[src/rtl/core_pkg.sv]
// core_pkg: definitions shared by the RV32I pipeline control blocks.
//   hz_state_t         - hazard controller memory-wait FSM states
//   DEF_TIMEOUT_CYCLES - default memory-wait watchdog limit
//   REG_X0             - index of the hard-wired zero register
package core_pkg;

    typedef enum logic {
        RUN      = 1'b0,
        MEM_WAIT = 1'b1
    } hz_state_t;

    localparam int         DEF_TIMEOUT_CYCLES = 64;
    localparam logic [4:0] REG_X0             = 5'd0;

endpackage

[src/rtl/load_use_detect.sv]
// load_use_detect: combinational load-use hazard compare.
//   rs1_d, rs2_d         - source registers of the instruction in ID
//   use_rs1_d, use_rs2_d - ID instruction actually reads rs1 / rs2
//   rd_x                 - destination register of the instruction in EX
//   MemRead_x            - EX instruction is a load
//   hazard               - ID needs the load result before forwarding can supply it
module load_use_detect
    import core_pkg::*;
(
    input  logic [4:0] rs1_d,
    input  logic [4:0] rs2_d,
    input  logic       use_rs1_d,
    input  logic       use_rs2_d,
    input  logic [4:0] rd_x,
    input  logic       MemRead_x,
    output logic       hazard
);

    logic hit_rs1;
    logic hit_rs2;

    assign hit_rs1 = use_rs1_d && (rs1_d == rd_x);
    assign hit_rs2 = use_rs2_d && (rs2_d == rd_x);

    // x0 is never written, so a load targeting it cannot create a dependency
    assign hazard = MemRead_x && (rd_x != REG_X0) && (hit_rs1 || hit_rs2);

endmodule

[src/rtl/hazard_ctrl.sv]
// hazard_ctrl: stall/flush generation for the 5-stage RV32I pipeline.
//   clk, reset           - clock, synchronous active-low reset
//   rs1_d .. MemRead_x   - ID sources and EX load info for load-use detection
//   MemRead_m/MemWrite_m - MEM instruction accesses data memory
//   branch_taken_m       - taken branch/jump resolved in MEM
//   dmem_ready           - data memory finishes the access this cycle
//   dmem_req             - data memory request
//   pc_sel               - select pc_target_m as next PC
//   stall_f/d/x/m        - hold PC / IF/ID / ID/EX / EX/MEM
//   flush_d/x/m/w        - bubble into IF/ID / ID/EX / EX/MEM / MEM/WB
//   mem_timeout          - sticky: watchdog dropped a memory access
//   stall_cycles         - wrapping count of cycles with stall_f high
module hazard_ctrl
    import core_pkg::*;
#(
    parameter int TIMEOUT_CYCLES = DEF_TIMEOUT_CYCLES,
    parameter int CNT_W          = 32
) (
    input  logic             clk,
    input  logic             reset,
    input  logic [4:0]       rs1_d,
    input  logic [4:0]       rs2_d,
    input  logic             use_rs1_d,
    input  logic             use_rs2_d,
    input  logic [4:0]       rd_x,
    input  logic             MemRead_x,
    input  logic             MemRead_m,
    input  logic             MemWrite_m,
    input  logic             branch_taken_m,
    input  logic             dmem_ready,
    output logic             dmem_req,
    output logic             pc_sel,
    output logic             stall_f,
    output logic             stall_d,
    output logic             stall_x,
    output logic             stall_m,
    output logic             flush_d,
    output logic             flush_x,
    output logic             flush_m,
    output logic             flush_w,
    output logic             mem_timeout,
    output logic [CNT_W-1:0] stall_cycles
);

    localparam int          WAIT_W    = (TIMEOUT_CYCLES > 2) ? $clog2(TIMEOUT_CYCLES) : 1;
    localparam logic [WAIT_W-1:0] WAIT_LAST = WAIT_W'(TIMEOUT_CYCLES - 1);

    hz_state_t         state;
    logic [WAIT_W-1:0] wait_cnt;

    logic mem_op;
    logic in_wait;
    logic wd_expire;
    logic mem_stall;
    logic do_branch;
    logic do_load_use;
    logic lu_hazard;

    load_use_detect u_lud (
        .rs1_d     (rs1_d),
        .rs2_d     (rs2_d),
        .use_rs1_d (use_rs1_d),
        .use_rs2_d (use_rs2_d),
        .rd_x      (rd_x),
        .MemRead_x (MemRead_x),
        .hazard    (lu_hazard)
    );

    assign mem_op  = MemRead_m || MemWrite_m;
    assign in_wait = (state == MEM_WAIT);

    // Watchdog fires on the TIMEOUT_CYCLES-th wait cycle unless ready arrives
    // in that same cycle, which still counts as a normal completion.
    assign wd_expire = in_wait && !dmem_ready && (wait_cnt == WAIT_LAST);

    assign mem_stall = (!in_wait && mem_op && !dmem_ready) ||
                       (in_wait && !dmem_ready && !wd_expire);

    // Priority: memory stall > taken branch > load-use. A load-use stall
    // under a taken branch belongs to the wrong path and is discarded.
    assign do_branch   = !mem_stall && branch_taken_m;
    assign do_load_use = !mem_stall && !branch_taken_m && lu_hazard;

    assign dmem_req = in_wait || mem_op;
    assign pc_sel   = do_branch;
    assign stall_f  = mem_stall || do_load_use;
    assign stall_d  = mem_stall || do_load_use;
    assign stall_x  = mem_stall;
    assign stall_m  = mem_stall;
    assign flush_d  = do_branch;
    assign flush_x  = do_branch || do_load_use;
    assign flush_m  = do_branch;
    // On abort the EX/MEM register is released so the dropped access moves
    // on, and its slot in WB becomes a bubble.
    assign flush_w  = mem_stall || wd_expire;

    always_ff @(posedge clk) begin
        if (!reset) begin
            state        <= RUN;
            wait_cnt     <= '0;
            mem_timeout  <= 1'b0;
            stall_cycles <= '0;
        end else begin
            if (stall_f)
                stall_cycles <= stall_cycles + CNT_W'(1);
            unique case (state)
                RUN: begin
                    if (mem_op && !dmem_ready) begin
                        state    <= MEM_WAIT;
                        wait_cnt <= '0;
                    end
                end
                MEM_WAIT: begin
                    if (dmem_ready) begin
                        state <= RUN;
                    end else if (wd_expire) begin
                        state       <= RUN;
                        mem_timeout <= 1'b1;
                    end else begin
                        wait_cnt <= wait_cnt + WAIT_W'(1);
                    end
                end
                default: state <= RUN;
            endcase
        end
    end

endmodule

[config.mk]
export PLATFORM = sky130hd
export DESIGN_NAME = hazard_ctrl
export DESIGN_NICKNAME = d
export VERILOG_FILES = /design/src/rtl/core_pkg.sv /design/src/rtl/load_use_detect.sv /design/src/rtl/hazard_ctrl.sv
export SDC_FILE = /design/constraint.sdc
export NUM_CORES = 1
export LEC_CHECK = 0
export BUFFER_PORTS_ARGS = -buffer_cell sky130_fd_sc_hd__buf_4
export CORE_MARGIN = 5
export CORE_UTILIZATION = 35
export DETAILED_ROUTE_END_ITERATION = 16
export PLACE_DENSITY_LB_ADDON = 0.2
export SKIP_LAST_GASP = 1
export SLEW_MARGIN = 20
export SYNTH_ARGS = -nofsm -noshare
export SYNTH_HDL_FRONTEND = slang
export SYNTH_SLANG_ARGS = --single-unit
export TNS_END_PERCENT = 20
[constraint.sdc]
create_clock -name clk -period 3.3 [get_ports clk]
set_input_delay 0.33 -clock clk [delete_from_list [all_inputs] [get_ports clk]]
set_output_delay 0.33 -clock clk [all_outputs]
set_load 0.05 [all_outputs]
==> impl_metrics.tcl, run 1 <==
set metrics [dict create \
    ctsResizeCount 0 \
    fin_nets 343 \
    fin_skew_ns 0.008688 \
    portBuffers 66 \
    area_delta_synth_final_pct 29.13 \
    tightest_slew_ns 0.7824 \
    postSynthCellCount 256 \
    drc 0 \
    rsz0062_at_grt "no" \
    netlist_area_um2 2105 \
    worstPathArrival_ns 2.09 \
    syn_avg_cell_area_um2 8.221 \
    gp_congestion 0.7549 \
    setup_tns_ns 0 \
    routed_wl_um 5195 \
    grt_max_degree 25 \
    p_int_mw 0.7046 \
    pwr_density_cell_nw_per_um2 352.3 \
    cp_common_cell "buf_4" \
    p_leak_nw 1.039 \
    routed-via-count 1992 \
    fill_cells 579 \
    vias_per_cell 5.069 \
    hold_class "in2reg" \
    hold_violations 0 \
    crit_chain "ha_1, and3_4, a311o_4, clkinv_4, a21oi_1, buf_4, inv_1, buf_4" \
    clk_latency_ns 0.29 \
    yosys_warnings 0 \
    drtIter0Drc 94 \
    synth-edff-count 0 \
    maxCapViolations 0 \
    r2r_cells 9 \
    required_ns 2.97 \
    cts_inserted_buffers 5 \
    fmax_mhz 412.5 \
    drt_pre_antenna_iters 4 \
    crit_buf_inv 4 \
    cts_hold_buf 0 \
    ir_worst_vdd_mv 0.1517 \
    crit_fanout 22 \
    rows 28 \
    place_area_um2 2625 \
    fp.dieArea_um2 7663 \
    p_clk_share_pct 34.8 \
    comb_power_share_pct 13.9 \
    grt_pass1_wl_um 8942 \
    drive_gt1_share_pct 27.04 \
    final_max_slew_viol_count 0 \
    clockBufferDepth 2 \
    die_h_um 87.54 \
    worstSetupPathType "reg2out" \
    core_area_um2 5886 \
    post_cts_buffers 0 \
    antenna_found_initial 0 \
    ant_nets 0 \
    n_antenna_cell 0 \
    start_util_pct 35.76 \
    numClockSinks 40 \
    syn_nets 282 \
    grt_pass1_vias 1959 \
    slew_headroom_pct 47.67 \
    startpoint_type "flop" \
    switching_share_pct 26.40 \
    worstSetupEndpointType "output port" \
    crit_cells 8 \
    period_share_pct 73.46 \
    post-dp-hpwl_um 3889 \
    synthArstFlopShare_pct 0 \
    design_area_um2 2718 \
    die_w_um 87.54 \
    layout_common_cells "buf_4 (69), dfxtp_1 (40), a21oi_1 (33), o21ai_0 (24), or3_1 (23)" \
    power_frac_seq_pct 51.3 \
    dp_cells 385 \
    setup_viol 0 \
    cts_tree "done" \
    outcome "completed" \
    grt-ovfl-total 0 \
    hold_slack_ns 0.3112 \
    power_switching_mw 0.2528 \
    ys.flop_type "dfxtp_1" \
    clk_pin_slew_ns 0.08 \
    fin_crit_ns 2.424 \
    grtUsageTotal_pct 14.47 \
    wl_per_cell_um 13.22 \
    final_cells 393 \
    synth_seq_area_share_pct 38.05 \
    slowest_stage "a311o_4" \
    yosys.cell_types.count 43 \
    synth-seq-cells 40 \
    worstHoldPathCells 3 \
    crit_family "buffers and inverters" \
    clk_root_buffer_cell "clkbuf_8" \
    h-tree-depth 2 \
    worst_path_largest_cell_delay_ns 0.41 \
    io-pin-count 67 \
    final_common_cell "buf_4" \
]
==> worst register-to-register path: stages (launching register included) <==
cell and delay [ns]:
dfxtp_1 0.34, ha_1 0.23, and3_4 0.20, a311o_4 0.41, clkinv_4 0.08, and2_1 0.12
a31oi_1 0.04, buf_4 0.22, or4_1 0.51, a21oi_1 0.14
==> final timing paths <==
check / startpoint / to / slack (ns)
worst max-delay path: wait_cnt[0]$_SDFFE_PN0P_ / stall_d / 0.88
worst min-delay path: reset / stall_cycles[31]$_SDFFE_PN0P_ / 0.31
worst max register to register: wait_cnt[0]$_SDFFE_PN0P_ / stall_cycles[13]$_SDFFE_PN0P_ / 0.95
worst min register to register: mem_timeout$_SDFFE_PN0P_ / mem_timeout$_SDFFE_PN0P_ / 0.49
==> synthesized netlist by cell type, types with 2 or more instances <==
cell type  instances  area share, %
nand4_1            7            2.1
nor3b_1            2           0.71
inv_1              8            1.4
o21ai_0           24            5.7
o31ai_1            5            1.8
and3_1             4            1.2
buf_6              2            1.1
nand3_1           12            2.9
clkbuf_1           4           0.71
buf_4              4            1.4
or3_1             23            6.8
nand2_1           16            2.9
ha_1               2            1.2
and2_1             3           0.89
xor2_1             3            1.2
or4_1              6            2.1
xnor2_1           12            5.0
buf_2              4           0.95
and4_1             3            1.2
nor2_1            17            3.0
a21oi_1           33            7.8
dfxtp_1           40             38
and2_4             2           0.83
==> per-stage QoR <==
| stage | utilization, % | total power [mW] | worst slack [ns] |
|---|---|---|---|
| 5_1_grt | 46.17 | 1.009 | 0.6654 |
| 3_5_place_dp | 44.60 | 0.6375 | 0.9737 |
| 3_3_place_gp | 44.60 | 0.6360 | 1.029 |
| 2_1_floorplan | - | 0.5870 | 0.7036 |
| 6_report | 46.17 | 0.9574 | 0.8758 |
| 4_1_cts | 46.17 | 0.9744 | 0.8659 |
==> layout make-up <==
cell class | count | area (µm²) | area share [%]
Timing Repair Buffer | 69 | 518.0 | 19.06
Clock inverter | 2 | 10.01 | 0.3683
Clock buffer | 6 | 82.58 | 3.039
Multi-Input combinational cell | 191 | 1170 | 43.05
Inverter | 10 | 42.54 | 1.565
Sequential cell | 40 | 800.8 | 29.47
Tap cell | 75 | 93.84 | 3.453
==> power by group through the flow <==
stage / sequential [mW] / combinational [mW] / clock [mW]
global route: 0.491 / 0.144 / 0.374
CTS: 0.491 / 0.136 / 0.348
detailed placement: 0.502 / 0.135 / 0
floorplan: 0.511 / 0.0763 / 0
global placement: 0.502 / 0.134 / 0
finish: 0.491 / 0.133 / 0.333
==> logic make-up (layout without fill, tap and decap cells) <==
logic type / Yosys count / after routing / share of synthesized area (%)
AOI/OAI and AO/OA: 68 / 68 / 18.25
xor gates and xnor gates: 15 / 15 / 6.243
adders and majority gates: 2 / 2 / 1.189
buffers and inverters: 25 / 87 / 6.361
DFF: 40 / 40 / 38.05
muxes: 1 / 1 / 0.4756
and+or+nand+nor: 105 / 105 / 29.43
==> sequential cells by signal (all words and copies together), names as in the netlist <==
signal	flops
stall_cycles	32
wait_cnt	6
in_wait	1
mem_timeout	1
==> routing by layer <==
metal	part of all wire, %	wire (µm)	GRT usage (%)
met1	46	2387	18.36
met2	46	2390	23.77
met3	7.4	382	4.892
met4	0.69	36	3.347
met5	0	0	0
(Power assumes the default switching activity.)
==> run 2: changes to the inputs <==
==> constraint.sdc (replaced) <==
create_clock -name clk -period 2.3 [get_ports clk]
set_input_delay 0.23 -clock clk [delete_from_list [all_inputs] [get_ports clk]]
set_output_delay 0.23 -clock clk [all_outputs]
set_load 0.05 [all_outputs]
==> impl_metrics.tcl, run 2 (synthesis results as in run 1) <==
set metrics [dict create \
    fp.dieArea_um2 7663 \
    required_ns 2.52 \
    rows 28 \
    crit_buf_inv 2 \
    h-tree-depth 2 \
    portBuffers 66 \
    final_max_slew_viol_count 0 \
    tightest_slew_ns 0.7264 \
    area_delta_synth_final_pct 32.28 \
    cts_tree "done" \
    fin_nets 350 \
    p_leak_nw 1.066 \
    grtUsageTotal_pct 13.64 \
    post-dp-hpwl_um 3837 \
    grt-ovfl-total 0 \
    n_antenna_cell 0 \
    grt_max_degree 26 \
    use_met3_pct 5.550 \
    busiest_layer "met2" \
    routed_wl_um 5138 \
    largest_reg_flops 32 \
    setup_viol 0 \
    crit_fanout 20 \
    wl_per_cell_um 12.88 \
    crit_chain "ha_1, and3_4, a311o_4, clkinv_8, and2_1, a31oi_1, buf_4, or4_1, a21oi_1" \
    crit_family "simple AND/OR/NAND/NOR gates" \
    fmax_mhz 435.1 \
    outcome "completed" \
    antenna_found_initial 0 \
    critPathLaunch "wait_cnt[0]$_SDFFE_PN0P_" \
    cts_inserted_buffers 5 \
    gp_congestion 0.6998 \
    die_h_um 87.54 \
    largestRegisters "stall_cycles (32), wait_cnt (6)" \
    hold_start "reset" \
    drtIter0Drc 69 \
    hold_end "stall_cycles[31]$_SDFFE_PN0P_" \
    slew_headroom_pct 51.47 \
    slowest_stage "or4_1" \
    worstHoldPathCells 3 \
    crit_cells 9 \
    power_mw 1.351 \
    grt_util_met2_pct 21.71 \
    start_util_pct 35.76 \
    hold_class "in2reg" \
    period_share_pct 99.94 \
    core_area_um2 5886 \
    clk_pin_slew_ns 0.08 \
    grt_pass1_vias 1880 \
    ctsResizeCount 0 \
    reg2reg_to "stall_cycles[13]$_SDFFE_PN0P_" \
    drc 0 \
    startpoint_type "flop" \
    ir_worst_vdd_mv 0.2563 \
    io-pin-count 67 \
    layout_common_cells "buf_4 (76), dfxtp_1 (36), a21oi_1 (32), o21ai_0 (24), or3_1 (23)" \
    ant_nets 0 \
    worstSetupPathType "reg2reg" \
    worst_path_largest_cell_delay_ns 0.51 \
    preCtsSetupSlack_ns 0.02937 \
    grt_pass1_wl_um 8411 \
    r2r_slack_ns 0.001 \
    regMostFlops "stall_cycles" \
    routed-via-count 2088 \
    clk_root_buffer_cell "clkbuf_8" \
    maxCapViolations 0 \
    fin_skew_ns 0.004291 \
    drive_gt1_share_pct 29.94 \
    setup_slack_ns 0.001489 \
    cts_hold_buf 0 \
    vias_per_cell 5.233 \
    final_common_cell "buf_4" \
    reg2reg_from "wait_cnt[0]$_SDFFE_PN0P_" \
    clk_latency_ns 0.29 \
    rsz0062_at_grt "yes" \
    numClockSinks 40 \
    r2r_cells 9 \
    fin_crit_ns 2.299 \
    post_cts_buffers 0 \
    drt_pre_antenna_iters 4 \
    worstSetupEndpointType "flop" \
    worstPathArrival_ns 2.52 \
    hold_violations 0 \
    grt.met1_usage_pct 17.25 \
    clockBufferDepth 2 \
    pwr_density_cell_nw_per_um2 485.2 \
    die_w_um 87.54 \
]
## run 2: cell count changes in the layout (fill, tap and decap cells not counted), sizes merged
cell / previous run / this run
buf: 69 / 76
inv: 8 / 7
clkinvlp: 0 / 1
clkinv: 4 / 3
## run 2: worst max-delay path by stage
stage,endpoint
floorplan,stall_f
global placement,stall_cycles[13]$_SDFFE_PN0P_
detailed placement,stall_cycles[13]$_SDFFE_PN0P_
CTS,stall_cycles[13]$_SDFFE_PN0P_
global route,stall_cycles[13]$_SDFFE_PN0P_
finish,stall_cycles[13]$_SDFFE_PN0P_
## run 2: power breakdown
group / internal [mW] / total [mW] / switching [mW]
combinational: 0.0810 / 0.204 / 0.123
sequential: 0.697 / 0.703 / 0.00529
clock: 0.207 / 0.444 / 0.238
total: 0.985 / 1.35 / 0.366
## run 2: worst register-to-register path, stage by stage (launching register included)
cell,delay [ns]
dfxtp_1,0.32
ha_1,0.21
and3_4,0.20
a311o_4,0.41
clkinv_8,0.07
and2_1,0.11
a31oi_1,0.04
buf_4,0.23
or4_1,0.51
a21oi_1,0.14
## run 2: layer usage
metal | up-vias | share of wire (%) | wire, µm
met5 | - | 0 | 0
met4 | 0 | 0.82 | 42
met3 | 4 | 8.4 | 430
met2 | 66 | 44 | 2279
met1 | 959 | 46 | 2386
li1 | 1059 | - | -
## run 2: metrics by stage
stage               cells  instance area, µm²  setup TNS [ns]  util [%]  hold slack [ns]
finish                399                2784               0     47.30           0.1981
global route          399                2784         -0.2441     47.30           0.2145
CTS                   399                2775               0     47.15           0.1934
detailed placement    392                2698               0     45.83           0.4658
global placement      392                2698               0     45.83           0.4618
floorplan             256                2135       -0.005659         -           0.3700
## run 2: final cells by class
class                   instances  area [µm²]
fillers                       626        3102
well taps                      75       93.84
flip-flops and latches         40       805.8
repair buffers                 76       570.5
inverters                      10       53.80
clock buffers                   6       72.57
multi-input cells             191        1182
clock inverters                 1       5.005
